## config.mk

```make
export PLATFORM = sky130hd
export DESIGN_NAME = msg_tx_arbiter
export DESIGN_NICKNAME = d
export VERILOG_FILES = /design/src/rtl/msg_link_pkg.sv /design/src/rtl/msg_tx_arbiter_rr_arb2.sv /design/src/rtl/msg_tx_arbiter.sv
export SDC_FILE = /design/constraint.sdc
export NUM_CORES = 1
export LEC_CHECK = 0
export ABC_AREA = 1
export CORE_AREA = 2 2 154 156
export CTS_CLUSTER_SIZE = 20
export DETAILED_ROUTE_END_ITERATION = 10
export DIE_AREA = 0 0 156 158
export PLACE_DENSITY = 0.73
export SYNTH_ARGS = -nofsm -noshare
export SYNTH_HDL_FRONTEND = slang
export SYNTH_SLANG_ARGS = --single-unit
```

## constraint.sdc

```tcl
create_clock -name clock -period 6.1 [get_ports clock]
set_input_delay 0.61 -clock clock [delete_from_list [all_inputs] [get_ports clock]]
set_output_delay 0.61 -clock clock [all_outputs]
set_load 0.05 [all_outputs]
```

## src/rtl/msg_link_pkg.sv

```systemverilog
// Shared definitions for the GPIO message link arbiter.
//   - state_t      : transfer sequencer states
//   - SRC_KB/PRE   : requester identifiers used for grants and last_src
//   - DEF_MSG_W    : default message width (16 ASCII characters)
//   - ASCII_SPACES : a 16-character blank message
package msg_link_pkg;

    typedef enum logic [1:0] {
        IDLE    = 2'd0,
        SEND    = 2'd1,
        RELEASE = 2'd2,
        GAP     = 2'd3
    } state_t;

    localparam logic SRC_KB  = 1'b0;
    localparam logic SRC_PRE = 1'b1;

    localparam int DEF_MSG_W = 128;

    localparam logic [127:0] ASCII_SPACES = {16{8'h20}};

endpackage

```

## src/rtl/msg_tx_arbiter_rr_arb2.sv

```systemverilog
// Two-way round-robin pick between the keyboard and preset requesters.
// Ports:
//   kb_req, pre_req : request levels
//   last_src        : source of the previous grant
//   win_valid       : at least one request is present
//   win_src         : winning source (SRC_KB / SRC_PRE)
module rr_arb2
    import msg_link_pkg::*;
(
    input  logic kb_req,
    input  logic pre_req,
    input  logic last_src,
    output logic win_valid,
    output logic win_src
);

    always_comb begin
        win_valid = kb_req | pre_req;
        if (kb_req && pre_req) begin
            // On a tie, the side that did not win last time goes first.
            win_src = ~last_src;
        end else if (pre_req) begin
            win_src = SRC_PRE;
        end else begin
            win_src = SRC_KB;
        end
    end

endmodule

```

## src/rtl/msg_tx_arbiter.sv

```systemverilog
// Shares the GPIO message link between the keyboard composer and the preset
// selector. Latches the granted message and sequences data_ready/done with a
// timeout, a low gap between attempts and a bounded number of retries.
// Ports:
//   clock, reset              : system clock, asynchronous active-high reset
//   kb_req/kb_msg/kb_grant    : keyboard requester (grant = 1-cycle pulse)
//   pre_req/pre_msg/pre_grant : preset requester (grant = 1-cycle pulse)
//   link_done                 : done level from gpio_protocol
//   link_data_ready           : data_ready to gpio_protocol
//   link_message_out          : latched payload to gpio_protocol
//   busy                      : sequencer is not idle
//   last_src                  : source of the most recent grant (0 kb, 1 pre)
//   tx_ok / tx_fail           : 1-cycle pulses on completed / abandoned transfer
module msg_tx_arbiter
    import msg_link_pkg::*;
#(
    parameter int MSG_W          = DEF_MSG_W,
    parameter int TIMEOUT_CYCLES = 50000000,
    parameter int GAP_CYCLES     = 4,
    parameter int MAX_RETRY      = 3
) (
    input  logic             clock,
    input  logic             reset,
    input  logic             kb_req,
    input  logic [MSG_W-1:0] kb_msg,
    output logic             kb_grant,
    input  logic             pre_req,
    input  logic [MSG_W-1:0] pre_msg,
    output logic             pre_grant,
    input  logic             link_done,
    output logic             link_data_ready,
    output logic [MSG_W-1:0] link_message_out,
    output logic             busy,
    output logic             last_src,
    output logic             tx_ok,
    output logic             tx_fail
);

    localparam int TMAX    = (TIMEOUT_CYCLES > GAP_CYCLES) ? TIMEOUT_CYCLES : GAP_CYCLES;
    localparam int TIMER_W = (TMAX > 1) ? $clog2(TMAX) : 1;
    localparam int RETRY_W = (MAX_RETRY > 0) ? $clog2(MAX_RETRY + 1) : 1;

    localparam logic [TIMER_W-1:0] TIMEOUT_LAST = TIMER_W'(TIMEOUT_CYCLES - 1);
    localparam logic [TIMER_W-1:0] GAP_LAST     = TIMER_W'(GAP_CYCLES - 1);
    localparam logic [RETRY_W-1:0] RETRY_LIMIT  = RETRY_W'(MAX_RETRY);

    state_t             state, state_nxt;
    logic [TIMER_W-1:0] timer, timer_nxt;
    logic [RETRY_W-1:0] retry_cnt, retry_nxt;
    logic               done_q;
    logic               drdy_nxt, kb_grant_nxt, pre_grant_nxt;
    logic               tx_ok_nxt, tx_fail_nxt, last_src_nxt;
    logic [MSG_W-1:0]   msg_nxt;
    logic               win_valid, win_src;
    logic               success;

    rr_arb2 u_arb (
        .kb_req    (kb_req),
        .pre_req   (pre_req),
        .last_src  (last_src),
        .win_valid (win_valid),
        .win_src   (win_src)
    );

    // Only a fresh rising edge of done counts, so a done left high from a
    // previous transfer cannot complete a new one.
    assign success = link_done & ~done_q;
    assign busy    = (state != IDLE);

    always_comb begin
        state_nxt     = state;
        timer_nxt     = timer;
        retry_nxt     = retry_cnt;
        drdy_nxt      = link_data_ready;
        msg_nxt       = link_message_out;
        last_src_nxt  = last_src;
        kb_grant_nxt  = 1'b0;
        pre_grant_nxt = 1'b0;
        tx_ok_nxt     = 1'b0;
        tx_fail_nxt   = 1'b0;

        case (state)
            IDLE: begin
                if (win_valid) begin
                    msg_nxt       = (win_src == SRC_PRE) ? pre_msg : kb_msg;
                    kb_grant_nxt  = (win_src == SRC_KB);
                    pre_grant_nxt = (win_src == SRC_PRE);
                    last_src_nxt  = win_src;
                    drdy_nxt      = 1'b1;
                    timer_nxt     = '0;
                    retry_nxt     = '0;
                    state_nxt     = SEND;
                end
            end
            SEND: begin
                if (success) begin
                    drdy_nxt  = 1'b0;
                    tx_ok_nxt = 1'b1;
                    timer_nxt = '0;
                    state_nxt = RELEASE;
                end else if (timer == TIMEOUT_LAST) begin
                    drdy_nxt  = 1'b0;
                    timer_nxt = '0;
                    if (retry_cnt == RETRY_LIMIT) begin
                        tx_fail_nxt = 1'b1;
                        state_nxt   = IDLE;
                    end else begin
                        retry_nxt = retry_cnt + RETRY_W'(1);
                        state_nxt = GAP;
                    end
                end else begin
                    timer_nxt = timer + TIMER_W'(1);
                end
            end
            RELEASE: begin
                if (!link_done) begin
                    state_nxt = IDLE;
                end
            end
            GAP: begin
                // Timer parks at its last value while done is still high.
                if (timer == GAP_LAST) begin
                    if (!link_done) begin
                        drdy_nxt  = 1'b1;
                        timer_nxt = '0;
                        state_nxt = SEND;
                    end
                end else begin
                    timer_nxt = timer + TIMER_W'(1);
                end
            end
            default: state_nxt = IDLE;
        endcase
    end

    always_ff @(posedge clock or posedge reset) begin
        if (reset) begin
            state            <= IDLE;
            timer            <= '0;
            retry_cnt        <= '0;
            done_q           <= 1'b0;
            link_data_ready  <= 1'b0;
            link_message_out <= '0;
            last_src         <= SRC_PRE;
            kb_grant         <= 1'b0;
            pre_grant        <= 1'b0;
            tx_ok            <= 1'b0;
            tx_fail          <= 1'b0;
        end else begin
            state            <= state_nxt;
            timer            <= timer_nxt;
            retry_cnt        <= retry_nxt;
            done_q           <= link_done;
            link_data_ready  <= drdy_nxt;
            link_message_out <= msg_nxt;
            last_src         <= last_src_nxt;
            kb_grant         <= kb_grant_nxt;
            pre_grant        <= pre_grant_nxt;
            tx_ok            <= tx_ok_nxt;
            tx_fail          <= tx_fail_nxt;
        end
    end

endmodule

```

==> results_dict.tcl, run 1 <==
set metrics [dict create \
    outcome "finished, final reports clean" \
    hpwl_mm 25.9 \
    start_util_pct 36.8 \
    drive_gt1_share_pct 5.75 \
    seq_area_frac_synth_pct 48.7 \
    fin_area_mm2 0.0132 \
    drtIter0Drc 804 \
    cts-htree-levels 4 \
    synth_top_family_by_area "simple AND/OR/NAND/NOR gates" \
    rows 56 \
    yosys-top-cells-count "nand2_1 (300), o21ai_0 (212), dfrtp_1 (164), nor2_1 (161), nand3_1 (54)" \
    final_antenna_net_count 0 \
    arrival_ns 3.18 \
    fin_tns_setup_ns 0 \
    grt_start_max_net_pins 81 \
    cts_tree "built" \
    fin_cells 1790 \
    reg2reg_slack_ns 3.28 \
    grt_util_all_layers_pct 27.4 \
    cp_max_fo 80 \
    grt_pass1_vias 8867 \
    dieArea_mm2 0.0246 \
    fin_crit_ns 2.87 \
    placedCellCount 1753 \
    fin_nets 1750 \
    place.gp.congestion 0.926 \
    power_mw 6.87 \
    period_share_pct 47.0 \
    cts_root_buffer "clkbuf_16" \
    drv_slew 0 \
    cap_violations 0 \
    synth_edf_count 0 \
    boundaryPins 396 \
    synth_area_leaders "dfrtp_1 (48%), nand2_1 (13%), o21ai_0 (13%)" \
    hp-class "register to register" \
    yosysMostFrequentCell "nand2_1" \
    fill_cells 2124 \
    hold_viol_final 0 \
    slew-limit-headroom_pct 25.3 \
    drc 0 \
    endpoint "link_message_out[39]" \
    ctsResizeCount 0 \
    multiInputGateArea_mm2 0.00385 \
    clkTransAtPathRegs_ns 0.07 \
    power.leakage_nw 5.62 \
    grt_overflow 0 \
    synthFlopType "dfrtp_1" \
    r2r-end "link_message_out[39]" \
    synth_top_area_share_pct 48.4 \
    crit_start "pre_req" \
    synthAdderAreaFrac_pct 1.03 \
    die_w_um 156 \
    setup_viol 0 \
    syn-num-nets 1391 \
    worstMarginPinSlew_ns 1.12 \
    die_h_um 158 \
    synth-async-reset-ratio_pct 100 \
    dr.pass1.iters 6 \
    clock.fmax_mhz 349 \
    cp.required_ns 6.42 \
    worstSetupEndpointType "register" \
    netlist_area_mm2 0.00848 \
    rr_startpoint "state[0]" \
    cts.sinks 165 \
    cts_buffer_depth 2 \
    numPortBuffers 395 \
    synthToLayoutAreaGrowth_pct 55.5 \
    cts_hold_buf 0 \
    vdd_ir_drop_max_v 0.000389 \
    seq_area_mm2 0.00413 \
    place_area_mm2 0.0126 \
    power_density_mw_per_mm2 521 \
    syn_inst 1123 \
    synth-compound-area-share_pct 14.5 \
    synth.area.mux_share_pct 0 \
    rr_worst_depth 8 \
    viasPerCell 5.12 \
    ys_seq_elements 165 \
    path_class "input port to register" \
    drt-total-wl_mm 34.2 \
    synth_xor_xnor_area_share_pct 0.930 \
    rsz0062_at_grt "no" \
    finClkSkew_ns 0.0149 \
    wl_per_cell_um 19.1 \
    synth_top_cell_by_area "dfrtp_1" \
    antenna_found_initial 8 \
    ys_warn_count 0 \
    core-area_mm2 0.0231 \
    synth_cell_types 33 \
    cts_buffers 17 \
    dr_total_vias 9170 \
    avgSynthCellArea_um2 7.55 \
    crit_path_start_kind "input port" \
    clock_latency_ns 0.44 \
    grt_pass1_wl_mm 51.1 \
    cts_setup_buffers 0 \
    synthSimpleGateAreaFrac_pct 28.8 \
]
[cell type report]
class | count | share of cell area [%]
clock inverter | 14 | 1.21
timing repair buffer | 402 | 30.4
inverter | 60 | 1.77
tap | 290 | 2.75
antenna | 5 | 0.0949
sequential | 165 | 31.3
clock buffer | 18 | 3.26
multi-input combinational | 836 | 29.2
[registers in the layout (all words and copies together), names as in the netlist]
signal and flops:
link_message_out 128, retry_cnt 2, pre_grant 1, last_src 1, kb_grant 1, timer 26, state 2, link_data_ready 1
done_q 1, tx_fail 1, tx_ok 1
[per-layer routing]
metal | share of wire [%] | routed length [µm] | vias up | GRT usage, %
li1 | - | - | 4364 | -
met1 | 39 | 13400 | 4373 | 33.9
met2 | 49 | 16900 | 354 | 45.9
met3 | 8.0 | 2750 | 73 | 7.80
met4 | 3.2 | 1110 | 6 | 10.2
met5 | 0.12 | 41 | - | 0
[worst min path at each step]
stage | from | end | slack, ns | cells after the start
floorplan | retry_cnt[1] | retry_cnt[1] | 0.46 | 2
global placement | link_message_out[33] | link_message_out[33] | 0.47 | 2
detailed placement | link_message_out[82] | link_message_out[82] | 0.47 | 2
CTS | link_message_out[92] | link_message_out[92] | 0.49 | 2
global route | link_message_out[12] | link_message_out[12] | 0.51 | 2
finish | link_message_out[98] | link_message_out[98] | 0.48 | 2
[power breakdown]
| group | leakage (nW) | internal [mW] | total (mW) | switching [mW] |
|---|---|---|---|---|
| combinational | 3.28 | 1.23 | 3.94 | 2.72 |
| sequential | 2.05 | 1.56 | 1.85 | 0.291 |
| clock | 0.285 | 0.551 | 1.07 | 0.523 |
[critical path: stages]
cell,delay [ns]
clkdlybuf4s50_1,0.51
or2_1,0.14
inv_1,0.07
nor2_4,0.60
inv_4,0.52
buf_4,0.46
nand2_1,0.13
nand3_1,0.09
[per-stage QoR]
stage | utilization [%] | setup slack (ns) | hold slack (ns)
CTS | 57.1 | 3.25 | 0.489
detailed placement | 54.6 | 2.80 | 0.472
global route | 57.2 | 3.03 | 0.506
global placement | 54.6 | 2.83 | 0.466
floorplan | - | 1.03 | 0.463
finish | 57.2 | 3.23 | 0.483
[cells by family (layout without fill, tap and decap cells)]
family          count (synthesis)  count (layout)
other cells                     0               5
xor+xnor                        9               9
buf+inv                       122             494
compound gates                244             244
flops                         165             165
fa+ha+maj                       7               7
simple gates                  576             576
[cells in the final DEF (no fill, tap or decap), types with 4 or more instances in the layout]
| cell type | n |
|---|---|
| clkdlybuf4s50_1 | 395 |
| nand2_1 | 299 |
| o21ai_0 | 212 |
| dfrtp_1 | 164 |
| nor2_1 | 161 |
| nand3_1 | 54 |
| inv_1 | 48 |
| o21ai_1 | 26 |
| clkbuf_16 | 17 |
| nand4_1 | 15 |
| nor2_2 | 11 |
| nor3_1 | 11 |
| inv_2 | 10 |
| xor2_1 | 9 |
| ha_1 | 7 |
| buf_4 | 7 |
| nand2_2 | 6 |
| inv_8 | 6 |
| diode_2 | 5 |
| nor2_4 | 4 |
Power figures use the tool's default switching activity.
==> inputs of run 2 (changes only) <==
clock period = 2.8 ns   (was 6.1 ns; I/O delays follow)
==> run 2 against run 1 <==
Net effect: sequential share of layout area fell by 0.78 points; clock skew rose by 0.0047 ns; hold slack got worse by 0.18 ns; cell area rose by 2.6%; clock power rose by 140%; first-iteration DRC count rose by 10%; core utilization rose by 1.5 points; register-to-register slack got worse by 2.7 ns; cell count rose by 1.4%; critical endpoint is now busy; largest cell class is now buffers; flip-flop and latch count did not move; critical path depth fell by 4; clock-buffer cell count fell by 1.
==> results_dict.tcl, run 2 (synthesized netlist as in run 1, its figures left out) <==
set metrics [dict create \
    outcome "finished, final reports clean" \
    antenna_found_initial 12 \
    drc 0 \
    place_ws_ns 0.514 \
    rows 56 \
    cap_violations 0 \
    grt_overflow 0 \
    slew-limit-headroom_pct 55.0 \
    start_util_pct 36.8 \
    numPortBuffers 395 \
    cp.required_ns 2.52 \
    viasPerCell 5.04 \
    crit_top_cell "inv_1" \
    wl_per_cell_um 18.7 \
    die_w_um 156 \
    hold_viol_final 0 \
    boundaryPins 396 \
    worstSetupEndpointType "output port" \
    clkTransAtPathRegs_ns 0.08 \
    cts.sinks 165 \
    power.leakage_nw 5.80 \
    drv_slew 0 \
    ctsResizeCount 0 \
    final_antenna_net_count 0 \
    grt_pass1_wl_mm 50.7 \
    core-area_mm2 0.0231 \
    cts-htree-levels 4 \
    fin_nets 1772 \
    slowest_delay_ns 0.87 \
    path_cells "inv_1 > ha_1 > inv_1 > clkdlybuf4s50_1" \
    arrival_ns 2.17 \
    hpwl_mm 25.9 \
    cts_root_buffer "clkbuf_16" \
    dr_total_vias 9150 \
    crit_path_start_kind "register" \
    period_share_pct 87.5 \
    drive_gt1_share_pct 7.12 \
    place.gp.congestion 0.929 \
    cp_num_buf_inv 3 \
    setup_viol 0 \
    worstMarginPinSlew_ns 0.674 \
    drt-total-wl_mm 34.0 \
    regMostFlops "link_message_out" \
    hp-class "input port to asynchronous set/reset pin" \
    grt_pass1_vias 8961 \
    dieArea_mm2 0.0246 \
    power_mw 15.4 \
    layout_common_cells "clkdlybuf4s50_1 (395), nand2_1 (299), o21ai_0 (212), dfrtp_1 (164), nor2_1 (161)" \
    rsz0062_at_grt "no" \
    cp_max_fo 4 \
    power_density_mw_per_mm2 1140 \
    cts_buffers 17 \
    dr.pass1.iters 5 \
    finClkSkew_ns 0.0196 \
    synthToLayoutAreaGrowth_pct 59.5 \
    cts_setup_buffers 0 \
    path_class "register to output port" \
    largest_reg_flops 128 \
    clock_latency_ns 0.44 \
    grt_util_all_layers_pct 27.0 \
    cts_hold_buf 0 \
    cts_buffer_depth 2 \
    die_h_um 158 \
    clock.fmax_mhz 408 \
    critPathTopFamily "buffers and inverters" \
    fin_tns_setup_ns 0 \
    vdd_ir_drop_max_v 0.000713 \
    fin_crit_ns 2.45 \
    reg_top3 "link_message_out x128, timer x26" \
    setup_ws_ns 0.349 \
    final_common_cell "clkdlybuf4s50_1" \
    drtIter0Drc 884 \
    grt_start_max_net_pins 111 \
    crit_slowest_cell "clkdlybuf4s50_1" \
    cts_tree "built" \
]
run 2: power breakdown:
group	switching, mW	internal (mW)	total [mW]
Sequential	0.629	3.40	4.03
Clock	1.09	1.52	2.62
Combinational	5.95	2.82	8.77
run 2: final timing paths:
check / from / endpoint / slack (ns) / cells after the start
setup reg to reg: state[0] / timer[11] / 0.61 / 10
hold / removal: reset / link_message_out[82] / 0.30 / 2
hold reg to reg: link_message_out[17] / link_message_out[17] / 0.48 / 2
min in group clock: kb_msg[43] / link_message_out[43] / 0.39 / 3
max in group asynchronous: reset / link_message_out[93] / 1.84 / 3
setup / recovery: state[0] / busy / 0.35 / 4
run 2: final cells by class:
cell class                 count  area, µm²
clock inverter                14        214
fill                        2049       9530
timing repair buffer         424       4280
clock buffer                  17        425
antenna                        9       22.5
sequential                   165       4130
multi-input combinational    836       3850
inverter                      60        231
tap                          290        363
run 2: routing by layer:
layer  share of wire [%]  vias up  track usage [%]  routed length, µm
met5                0.12        -                0                 40
met4                 3.2        6             12.3               1090
met3                 7.8       69             8.87               2670
met2                  49      322             43.7              16700
met1                  40     4343             32.9              13500
li1                    -     4410                -                  -
run 2: per-stage QoR:
step	hold WS (ns)	area, µm²	instances	utilization, %
6_report	0.303	13500	1815	58.7
5_1_grt	0.346	13500	1813	58.6
4_1_cts	0.296	13500	1806	58.6
3_5_place_dp	0.473	12900	1775	55.8
3_3_place_gp	0.466	12900	1775	55.8
2_1_floorplan	0.311	8480	1123	-
